`src/rtl/aes_fifo_pkg.sv`:
```
// Shared widths and helpers for the AES256 core's word/block FIFOs.
package aes_fifo_pkg;
    localparam int AES_BLK_W  = 128;
    localparam int AES_KEY_W  = 256;
    localparam int AXI_WORD_W = 32;

    // Ceiling log2; clog2(1) = 0.
    function automatic int clog2(input int value);
        int r;
        r = 0;
        while ((1 << r) < value) begin
            r++;
        end
        return r;
    endfunction
endpackage

```
`src/rtl/mod_fifo_blk_to_word_if.sv`:
```
// Block-in / word-out bus of the output FIFO, with sticky error reporting.
interface mod_fifo_blk_to_word_if #(
    parameter int BLK_W   = 128,
    parameter int WORD_W  = 32,
    parameter int AVAIL_W = 5
);
    logic [BLK_W-1:0]   inp_blk;
    logic               wr_blk;
    logic               blk_full;
    logic               rd_word;
    logic [WORD_W-1:0]  outp_word;
    logic               word_valid;
    logic [AVAIL_W-1:0] words_avail;
    logic               clr_err;
    logic               overflow;
    logic               underflow;

    modport master (
        output inp_blk, wr_blk, rd_word, clr_err,
        input  blk_full, outp_word, word_valid, words_avail, overflow, underflow
    );

    modport slave (
        input  inp_blk, wr_blk, rd_word, clr_err,
        output blk_full, outp_word, word_valid, words_avail, overflow, underflow
    );
endinterface

```
`src/rtl/mod_word_sel.sv`:
```
// Combinational N:1 word mux; word 0 is the least significant slice of the block.
module mod_word_sel
    import aes_fifo_pkg::*;
#(
    parameter int BLK_W  = AES_BLK_W,
    parameter int WORD_W = AXI_WORD_W,
    parameter int SEL_W  = 2
) (
    input  logic [BLK_W-1:0]  blk,
    input  logic [SEL_W-1:0]  sel,
    output logic [WORD_W-1:0] word
);
    localparam int N = BLK_W / WORD_W;

    logic [WORD_W-1:0] words [N];

    generate
        for (genvar gi = 0; gi < N; gi++) begin : g_word
            assign words[gi] = blk[gi*WORD_W +: WORD_W];
        end
    endgenerate

    always_comb begin
        word = '0;
        for (int i = 0; i < N; i++) begin
            if (sel == SEL_W'(i)) begin
                word = words[i];
            end
        end
    end
endmodule

```
`src/rtl/mod_fifo_blk_to_word.sv`:
```
// Circular buffer of result blocks, read out as show-ahead words (word 0 = bits [WORD_W-1:0]).
module mod_fifo_blk_to_word
    import aes_fifo_pkg::*;
#(
    parameter int DEPTH  = 4,
    parameter int BLK_W  = AES_BLK_W,
    parameter int WORD_W = AXI_WORD_W
) (
    input  logic            clk,
    input  logic            resetn,
    mod_fifo_blk_to_word_if.slave bus
);
    localparam int N       = BLK_W / WORD_W;
    localparam int PTR_W   = (DEPTH > 1) ? clog2(DEPTH) : 1;
    localparam int CNT_W   = clog2(DEPTH + 1);
    localparam int SEL_W   = (N > 1) ? clog2(N) : 1;
    localparam int AVAIL_W = clog2(DEPTH * N + 1);
    localparam logic [SEL_W-1:0] LAST_SEL = SEL_W'(N - 1);

    logic [BLK_W-1:0]  mem_reg [DEPTH];
    logic [PTR_W-1:0]  wr_ptr_reg;
    logic [PTR_W-1:0]  rd_ptr_reg;
    logic [CNT_W-1:0]  count_reg;
    logic [SEL_W-1:0]  sel_reg;
    logic              overflow_reg;
    logic              underflow_reg;

    logic              full;
    logic              valid;
    logic              wr_ok;
    logic              rd_ok;
    logic              pop_blk;
    logic [WORD_W-1:0] head_word;

    assign full    = (count_reg == CNT_W'(DEPTH));
    assign valid   = (count_reg != '0);
    assign wr_ok   = bus.wr_blk && !full;
    assign rd_ok   = bus.rd_word && valid;
    assign pop_blk = rd_ok && (sel_reg == LAST_SEL);

    always_ff @(posedge clk or negedge resetn) begin
        if (!resetn) begin
            for (int i = 0; i < DEPTH; i++) begin
                mem_reg[i] <= '0;
            end
            wr_ptr_reg    <= '0;
            rd_ptr_reg    <= '0;
            count_reg     <= '0;
            sel_reg       <= '0;
            overflow_reg  <= 1'b0;
            underflow_reg <= 1'b0;
        end else begin
            if (wr_ok) begin
                mem_reg[wr_ptr_reg] <= bus.inp_blk;
                wr_ptr_reg          <= wr_ptr_reg + PTR_W'(1);
            end

            if (rd_ok) begin
                if (sel_reg == LAST_SEL) begin
                    sel_reg    <= '0;
                    rd_ptr_reg <= rd_ptr_reg + PTR_W'(1);
                end else begin
                    sel_reg <= sel_reg + SEL_W'(1);
                end
            end

            case ({wr_ok, pop_blk})
                2'b10:   count_reg <= count_reg + CNT_W'(1);
                2'b01:   count_reg <= count_reg - CNT_W'(1);
                default: count_reg <= count_reg;
            endcase

            // A fresh error in the clearing cycle takes priority over the clear.
            if (bus.wr_blk && full) begin
                overflow_reg <= 1'b1;
            end else if (bus.clr_err) begin
                overflow_reg <= 1'b0;
            end

            if (bus.rd_word && !valid) begin
                underflow_reg <= 1'b1;
            end else if (bus.clr_err) begin
                underflow_reg <= 1'b0;
            end
        end
    end

    mod_word_sel #(
        .BLK_W  (BLK_W),
        .WORD_W (WORD_W),
        .SEL_W  (SEL_W)
    ) u_word_sel (
        .blk  (mem_reg[rd_ptr_reg]),
        .sel  (sel_reg),
        .word (head_word)
    );

    assign bus.blk_full    = full;
    assign bus.word_valid  = valid;
    assign bus.outp_word   = valid ? head_word : '0;
    assign bus.words_avail = AVAIL_W'(int'(count_reg) * N - int'(sel_reg));
    assign bus.overflow    = overflow_reg;
    assign bus.underflow   = underflow_reg;
endmodule

```
`src/flat_wrapper.sv`:
```
// flat-port wrapper written by rule: the top's interface ports become plain ports
module mod_fifo_blk_to_word_flat import aes_fifo_pkg::*;
#(
    parameter int DEPTH  = 4,
    parameter int BLK_W  = AES_BLK_W,
    parameter int WORD_W = AXI_WORD_W
)
  (clk, resetn, bus_inp_blk, bus_wr_blk, bus_rd_word, bus_clr_err, bus_blk_full, bus_outp_word, bus_word_valid, bus_words_avail, bus_overflow, bus_underflow);
  mod_fifo_blk_to_word_if #(.BLK_W(BLK_W), .WORD_W(WORD_W), .AVAIL_W((5))) bus_i ();
  input  logic clk;
  input  logic resetn;
  input wire logic [$bits(bus_i.inp_blk)-1:0] bus_inp_blk;
  input wire logic [$bits(bus_i.wr_blk)-1:0] bus_wr_blk;
  input wire logic [$bits(bus_i.rd_word)-1:0] bus_rd_word;
  input wire logic [$bits(bus_i.clr_err)-1:0] bus_clr_err;
  output wire logic [$bits(bus_i.blk_full)-1:0] bus_blk_full;
  output wire logic [$bits(bus_i.outp_word)-1:0] bus_outp_word;
  output wire logic [$bits(bus_i.word_valid)-1:0] bus_word_valid;
  output wire logic [$bits(bus_i.words_avail)-1:0] bus_words_avail;
  output wire logic [$bits(bus_i.overflow)-1:0] bus_overflow;
  output wire logic [$bits(bus_i.underflow)-1:0] bus_underflow;
  assign bus_i.inp_blk = bus_inp_blk;
  assign bus_i.wr_blk = bus_wr_blk;
  assign bus_i.rd_word = bus_rd_word;
  assign bus_i.clr_err = bus_clr_err;
  assign bus_blk_full = bus_i.blk_full;
  assign bus_outp_word = bus_i.outp_word;
  assign bus_word_valid = bus_i.word_valid;
  assign bus_words_avail = bus_i.words_avail;
  assign bus_overflow = bus_i.overflow;
  assign bus_underflow = bus_i.underflow;
  mod_fifo_blk_to_word #(.DEPTH(DEPTH), .BLK_W(BLK_W), .WORD_W(WORD_W)) u_core (.clk(clk), .resetn(resetn), .bus(bus_i));
endmodule
```
`config.mk`:
```
export PLATFORM = sky130hd
export DESIGN_NAME = mod_fifo_blk_to_word_flat
export DESIGN_NICKNAME = d
export VERILOG_FILES = /design/src/rtl/aes_fifo_pkg.sv /design/src/rtl/mod_fifo_blk_to_word_if.sv /design/src/rtl/mod_word_sel.sv /design/src/rtl/mod_fifo_blk_to_word.sv /design/src/flat_wrapper.sv
export SDC_FILE = /design/constraint.sdc
export NUM_CORES = 1
export LEC_CHECK = 0
export CORE_UTILIZATION = 45
export CTS_CLUSTER_DIAMETER = 80
export DETAILED_ROUTE_END_ITERATION = 6
export GPL_TIMING_DRIVEN = 0
export REMOVE_ABC_BUFFERS = 1
export SKIP_LAST_GASP = 1
export SLEW_MARGIN = 30
export SYNTH_ARGS = -nofsm -noshare
export SYNTH_HDL_FRONTEND = slang
export SYNTH_SLANG_ARGS = --single-unit
```
`constraint.sdc`:
```
create_clock -name clk -period 5.9 [get_ports clk]
set_input_delay 1.18 -clock clk [delete_from_list [all_inputs] [get_ports clk]]
set_output_delay 1.18 -clock clk [all_outputs]
set_load 0.01 [all_outputs]
```
# Word level (Yosys, flattened, before mapping)
# Index checks and enable logic that the tools add are counted.
dict set report totals {
  in_bits 133
  out_inout_bits 41
  reg_bits 523
}
dict set report classes {
  n_lt_le_gt_ge 3
  reduce_logical 14
  addsub 6
  n_bitwise 2
  eq_ne 6
  muxes 16
}
# operator count
set op_table {}
lappend op_table {{bitwise mux 512 bit} 1}
lappend op_table {{two-way mux 128 bit} 3}
lappend op_table {{binary-select mux 128 bit (select 2 bit)} 1}
lappend op_table {{demux 128 bit (select 2 bit)} 1}
lappend op_table {{two-way mux 32 bit} 5}
lappend op_table {{adder 2 x 1 -> 2 bit, second input constant} 3}
lappend op_table {{equality test 2 bit, second input constant} 3}
lappend op_table {{greater-or-equal comparator 3 bit, second input constant} 2}
lappend op_table {{logical AND 1 bit} 6}
lappend op_table {{NOT 2 -> 3 bit} 2}
lappend op_table {{one-hot mux 3 bit (2 select lines)} 1}
lappend op_table {{nonzero test 2 bit} 3}
lappend op_table {{subtractor 5 x 2 -> 5 bit} 1}
lappend op_table {{equality test 2 x 1 -> 1 bit, second input constant} 2}
lappend op_table {{adder 3 x 1 -> 3 bit, second input constant} 1}
lappend op_table {{equality test 3 bit, second input constant} 1}
lappend op_table {{less-than comparator 3 x 1 -> 1 bit, second input constant} 1}
lappend op_table {{two-way mux 1 bit} 3}
lappend op_table {{nonzero test 3 bit} 1}
lappend op_table {{subtractor 3 x 1 -> 3 bit, second input constant} 1}
lappend op_table {{logical NOT 1 bit} 2}
lappend op_table {{logical NOT 2 bit} 1}
lappend op_table {{two-way mux 2 bit} 1}
lappend op_table {{AND reduction 2 bit} 1}

# Longest topological paths before layout
# Gate-level depths: netlist of the first run.
dict set report depth {
  ltp_word 9
  ltp_mapped 9
  mapped_depth_nobuf 9
}

# By module
# A second synthesis of the first run with hierarchy kept.
dict set report unflattened {
  hier_cells 1377
  hier_area_um2 23912.9
}
# module area_each_um2 instances cells_per_inst
set modules_own_cells {}
lappend modules_own_cells {mod_fifo_blk_to_word 23098.4 1 1338}
lappend modules_own_cells {mod_word_sel 814.5 1 39}

# Worst setup path before layout of the first run
# No wires, ideal clock.
dict set report synth_timing {
  kind {register -> output}
  startpoint {register u_core.sel_reg[0]}
  endpoint {output bus_outp_word[10]}
  arrival_ps 1897
  path_buffers 2
  slack_ps 2823
  required_time_ps 4720
  stages_incl_launch_ff 9
  cell_sequence {dfrtp_1 > inv_1 > ha_1 > or3b_2 > clkbuf_1 > buf_2 > o22ai_1 > o21bai_1 > a21oi_1}
}
dict set report synth_between {
  elab_chain_cells 6
  elab_cells_between_ends 9
  cone_classes {eq/ne (3); mux (5); reduce/logical (1)}
}
# item line_no
set synth_lines {}
lappend synth_lines {{start, declared} mod_fifo_blk_to_word.sv:24} ;# logic [SEL_W-1:0] sel_reg;
lappend synth_lines {{start signal, assigned} mod_fifo_blk_to_word.sv:63} ;# sel_reg <= sel_reg + SEL_W'(1);
lappend synth_lines {{logical NOT 2 bit} mod_word_sel.sv:26} ;# if (sel == SEL_W'(i)) begin
lappend synth_lines {{two-way mux 32 bit (3 in a row)} mod_word_sel.sv:26}
lappend synth_lines {{two-way mux 32 bit *} mod_word_sel.sv:26}
lappend synth_lines {{two-way mux 32 bit *} mod_fifo_blk_to_word.sv:100} ;# assign bus.outp_word = valid ? head_word : '0;
lappend synth_lines {{end, declared} flat_wrapper.sv:17} ;# output wire logic [$bits(bus_i.outp_word)-1:0] bus_outp_word;
# Mark *: on every way between the ends. The rest lies on a longest branch, timed or not.

# Worst setup path in the final report of the first run
dict set report layout_timing {
  startpoint {register u_core.sel_reg[0]}
  endpoint {output bus_outp_word[22]}
}
# The elaborated chain is that of the path after synthesis.

==> results.yml, run 1 <==
setup_path:
  endpoint: "bus_outp_word[22]"
  regToRegStartpoint: "u_core.count_reg[0]"
  r2r_end: "u_core.mem_reg[253]"
  crit_start: "u_core.sel_reg[0]"
  r2r_cells: 6
  required_ps: 4720
  critPathKind: "reg2out"
  cp-start-kind: "flop"
  r2r_slack_ps: 3290
  end_kind: "primary output"
  crit_fanout: 32
  cp.arrival_ps: 3520
floorplanning:
  fp.coreArea_um2: 52800
  die-area_um2: 54500
  die_w_um: 234
  ios: 174
  fp.dieH_um: 234
  fp-row-count: 84
  start_util_pct: 45.7
route:
  vias: 14200
  wl_per_cell_um: 22.8
  drtAntennaViolNets: 0
  drc: 28
  wirelength_um: 57900
  drtPass1Iterations: 7
  drt_iter0_markers: 696
  viasPerCell: 5.59
cells_and_area:
  fin_util_pct: 53.9
  nets: 1943
  area_delta_synth_final_pct: 17.9
  largest_register_ffs: 512
  final_layout_size_suffix_gt1_share_pct: 33.9
status:
  violations: "DRC"
  run_status: "finished with violations"
global_routing:
  grt_pass1_vias: 15200
  antenna_found_initial: 10
  overflow: 0
  grt_pass1_wl_um: 89700
  grtUsageTotal_pct: 21.6
  grt_max_degree: 90
clock_tree:
  cts_setup_buffers: 0
  path_clk_slew_ps: 60
  htree_levels: 2
  post_cts_resize_count: 0
  clk_latency_ps: 600
  root_buffer: "clkbuf_16"
  numCtsBuffers: 55
  cts_tree: "built"
  clockBufferDepth: 3
  cts_hold_buf: 0
  cts.sinks: 523
sta:
  fin_ws_ps: 1200
  hold_ws_ps: 485
  hold_viol_final: 0
  fin_worst_skew_ps: 9.35
  slew_viol_final: 0
  setup-violations-final: 0
  finalCritPeriodShare_pct: 79.7
  min_period_ps: 4700
  worst_pin_slew_ps: 790
  fmaxAchievable_ghz: 0.213
  grt_setup_unrepaired: "no"
  relSlewSlack_pct: 47.3
flow_run:
  maxCapViolations: 0
power_and_ir_drop:
  vdd_drop_max_mv: 0.279
  total_power_mw: 17.2
  power_density_nw_per_um2: 603
  p_leak_nw: 12.2
yosys:
  yosysUniqueCellTypes: 34
  synth-seq-cells: 523
  synthesis.instances: 1660
  syn_area_um2: 24100
  async_flop_share_pct: 100
  synth_ff_type: "dfrtp_1"
  avgSynthCellArea_um2: 14.5
  ys_seq_area_share_pct: 54.2
  synth_edf_count: 0
  yosysWarnings: 0
place:
  place_ws_ps: 1780
  io_buffers: 173
  dp_hpwl_um: 34800
  finalWeightedCongestion: 0.718
min_path:
  hold_path.class: "reg2reg"
## critical path, cell delays in order, from the launching register on
cell             delay (ps)
dfrtp_1                 480
inv_1                   170
ha_4                    270
buf_12                  260
nand2b_4                410
o22ai_1                 330
nor2_1                   80
a21oi_1                 290
clkdlybuf4s50_1         600
## stage by stage
stage                     TNS [ps]  cells  cell area (um^2)
final                            0   2533             28400
after global routing             0   2531             28400
after CTS                        0   2528             28400
after detailed placement         0   2431             26600
after global placement           -   2402             25800
after floorplan             -95910   1541             23200
## power breakdown
group / switching [mW] / internal, mW
logic: 3.24 / 4.05
clock network: 1.40 / 2.05
registers: 0.963 / 5.45
total: 5.61 / 11.5
## how the worst min path moves through the flow
stage,slack [ps],start,to,cells past startpoint
finish,480,u_core.mem_reg[254],u_core.mem_reg[254],1
global route,500,u_core.mem_reg[2],u_core.mem_reg[2],1
CTS,490,u_core.mem_reg[105],u_core.mem_reg[105],1
detailed placement,480,u_core.mem_reg[105],u_core.mem_reg[105],1
global placement,470,u_core.mem_reg[102],u_core.mem_reg[102],1
floorplan,460,u_core.mem_reg[252],u_core.mem_reg[252],1
## cells by family (layout without fill, tap and decap cells)
logic type      after synthesis  after routing  share of synthesized area [%]
compound gates              198            198                           5.04
xor+xnor                      9              9                          0.327
fa+ha+maj                    10             10                          0.550
mux                         738            738                           34.9
other cells                   0              5                              0
flops                       523            523                           54.2
buf+inv                     130            310                           3.95
simple gates                 52             52                          0.959
## cell type report
cell class,count,area [um^2]
Antenna cell,5,12.5
Clock buffer,86,1670
Clock inverter,11,130
Fill cell,4328,24300
Inverter,11,43.8
Multi-Input combinational cell,1007,10200
Sequential cell,523,13100
Tap cell,688,861
Timing Repair Buffer,202,2420
## synth_stat cells, drive strengths merged (2+ instances only)
master	n	area [um^2]
a21oi	32	160
buf	94	817
clkbuf	25	93.8
dfrtp	523	13100
ha	9	113
inv	11	41.3
mux2	513	5780
mux2i	193	1930
mux4	32	721
nand2	9	43.8
nand2b	2	12.5
nor2	34	130
nor3	2	10.0
o21ai	34	170
o21bai	32	240
o22ai	96	601
xnor2	5	43.8
xor2	4	35.0
## cell usage in the layout, fill, tap and decap left out, drive strengths merged, types with 2 or more instances in the layout
cell | netlist | final
dfrtp | 523 | 523
mux2 | 513 | 513
mux2i | 193 | 193
clkdlybuf4s50 | 0 | 172
o22ai | 96 | 96
clkbuf | 25 | 86
o21ai | 34 | 34
nor2 | 34 | 34
o21bai | 32 | 32
mux4 | 32 | 32
a21oi | 32 | 32
buf | 94 | 30
inv | 11 | 11
ha | 9 | 9
nand2 | 9 | 9
clkinv | 0 | 8
diode | 0 | 5
xnor2 | 5 | 5
xor2 | 4 | 4
bufinv | 0 | 3
nand2b | 2 | 2
nor3 | 2 | 2
## per-layer routing
layer  GRT usage [%]  wire (um)
met2            36.6      28700
met5               0         73
met3            3.94       2200
met4            6.05       1140
met1            28.4      25700
Power figures use the tool's default switching activity.
==> run 2, diff against run 1 <==
==> constraint.sdc (replaced) <==
create_clock -name clk -period 4.7 [get_ports clk]
set_input_delay 0.94 -clock clk [delete_from_list [all_inputs] [get_ports clk]]
set_output_delay 0.94 -clock clk [all_outputs]
set_load 0.01 [all_outputs]
==> results of run 2 <==
Same layout as run 1 (identical final DEF). Status: finished with violations: DRC.
Main changes from that run: setup slack after placement 1780 ps -> 825 ps; setup slack after layout 1200 ps -> 236 ps; hold slack 485 ps -> 317 ps; register-to-register setup slack 3290 ps -> 2090 ps; total power 17.2 mW -> 21.5 mW; worst IR drop on VDD 0.279 mV -> 0.350 mV
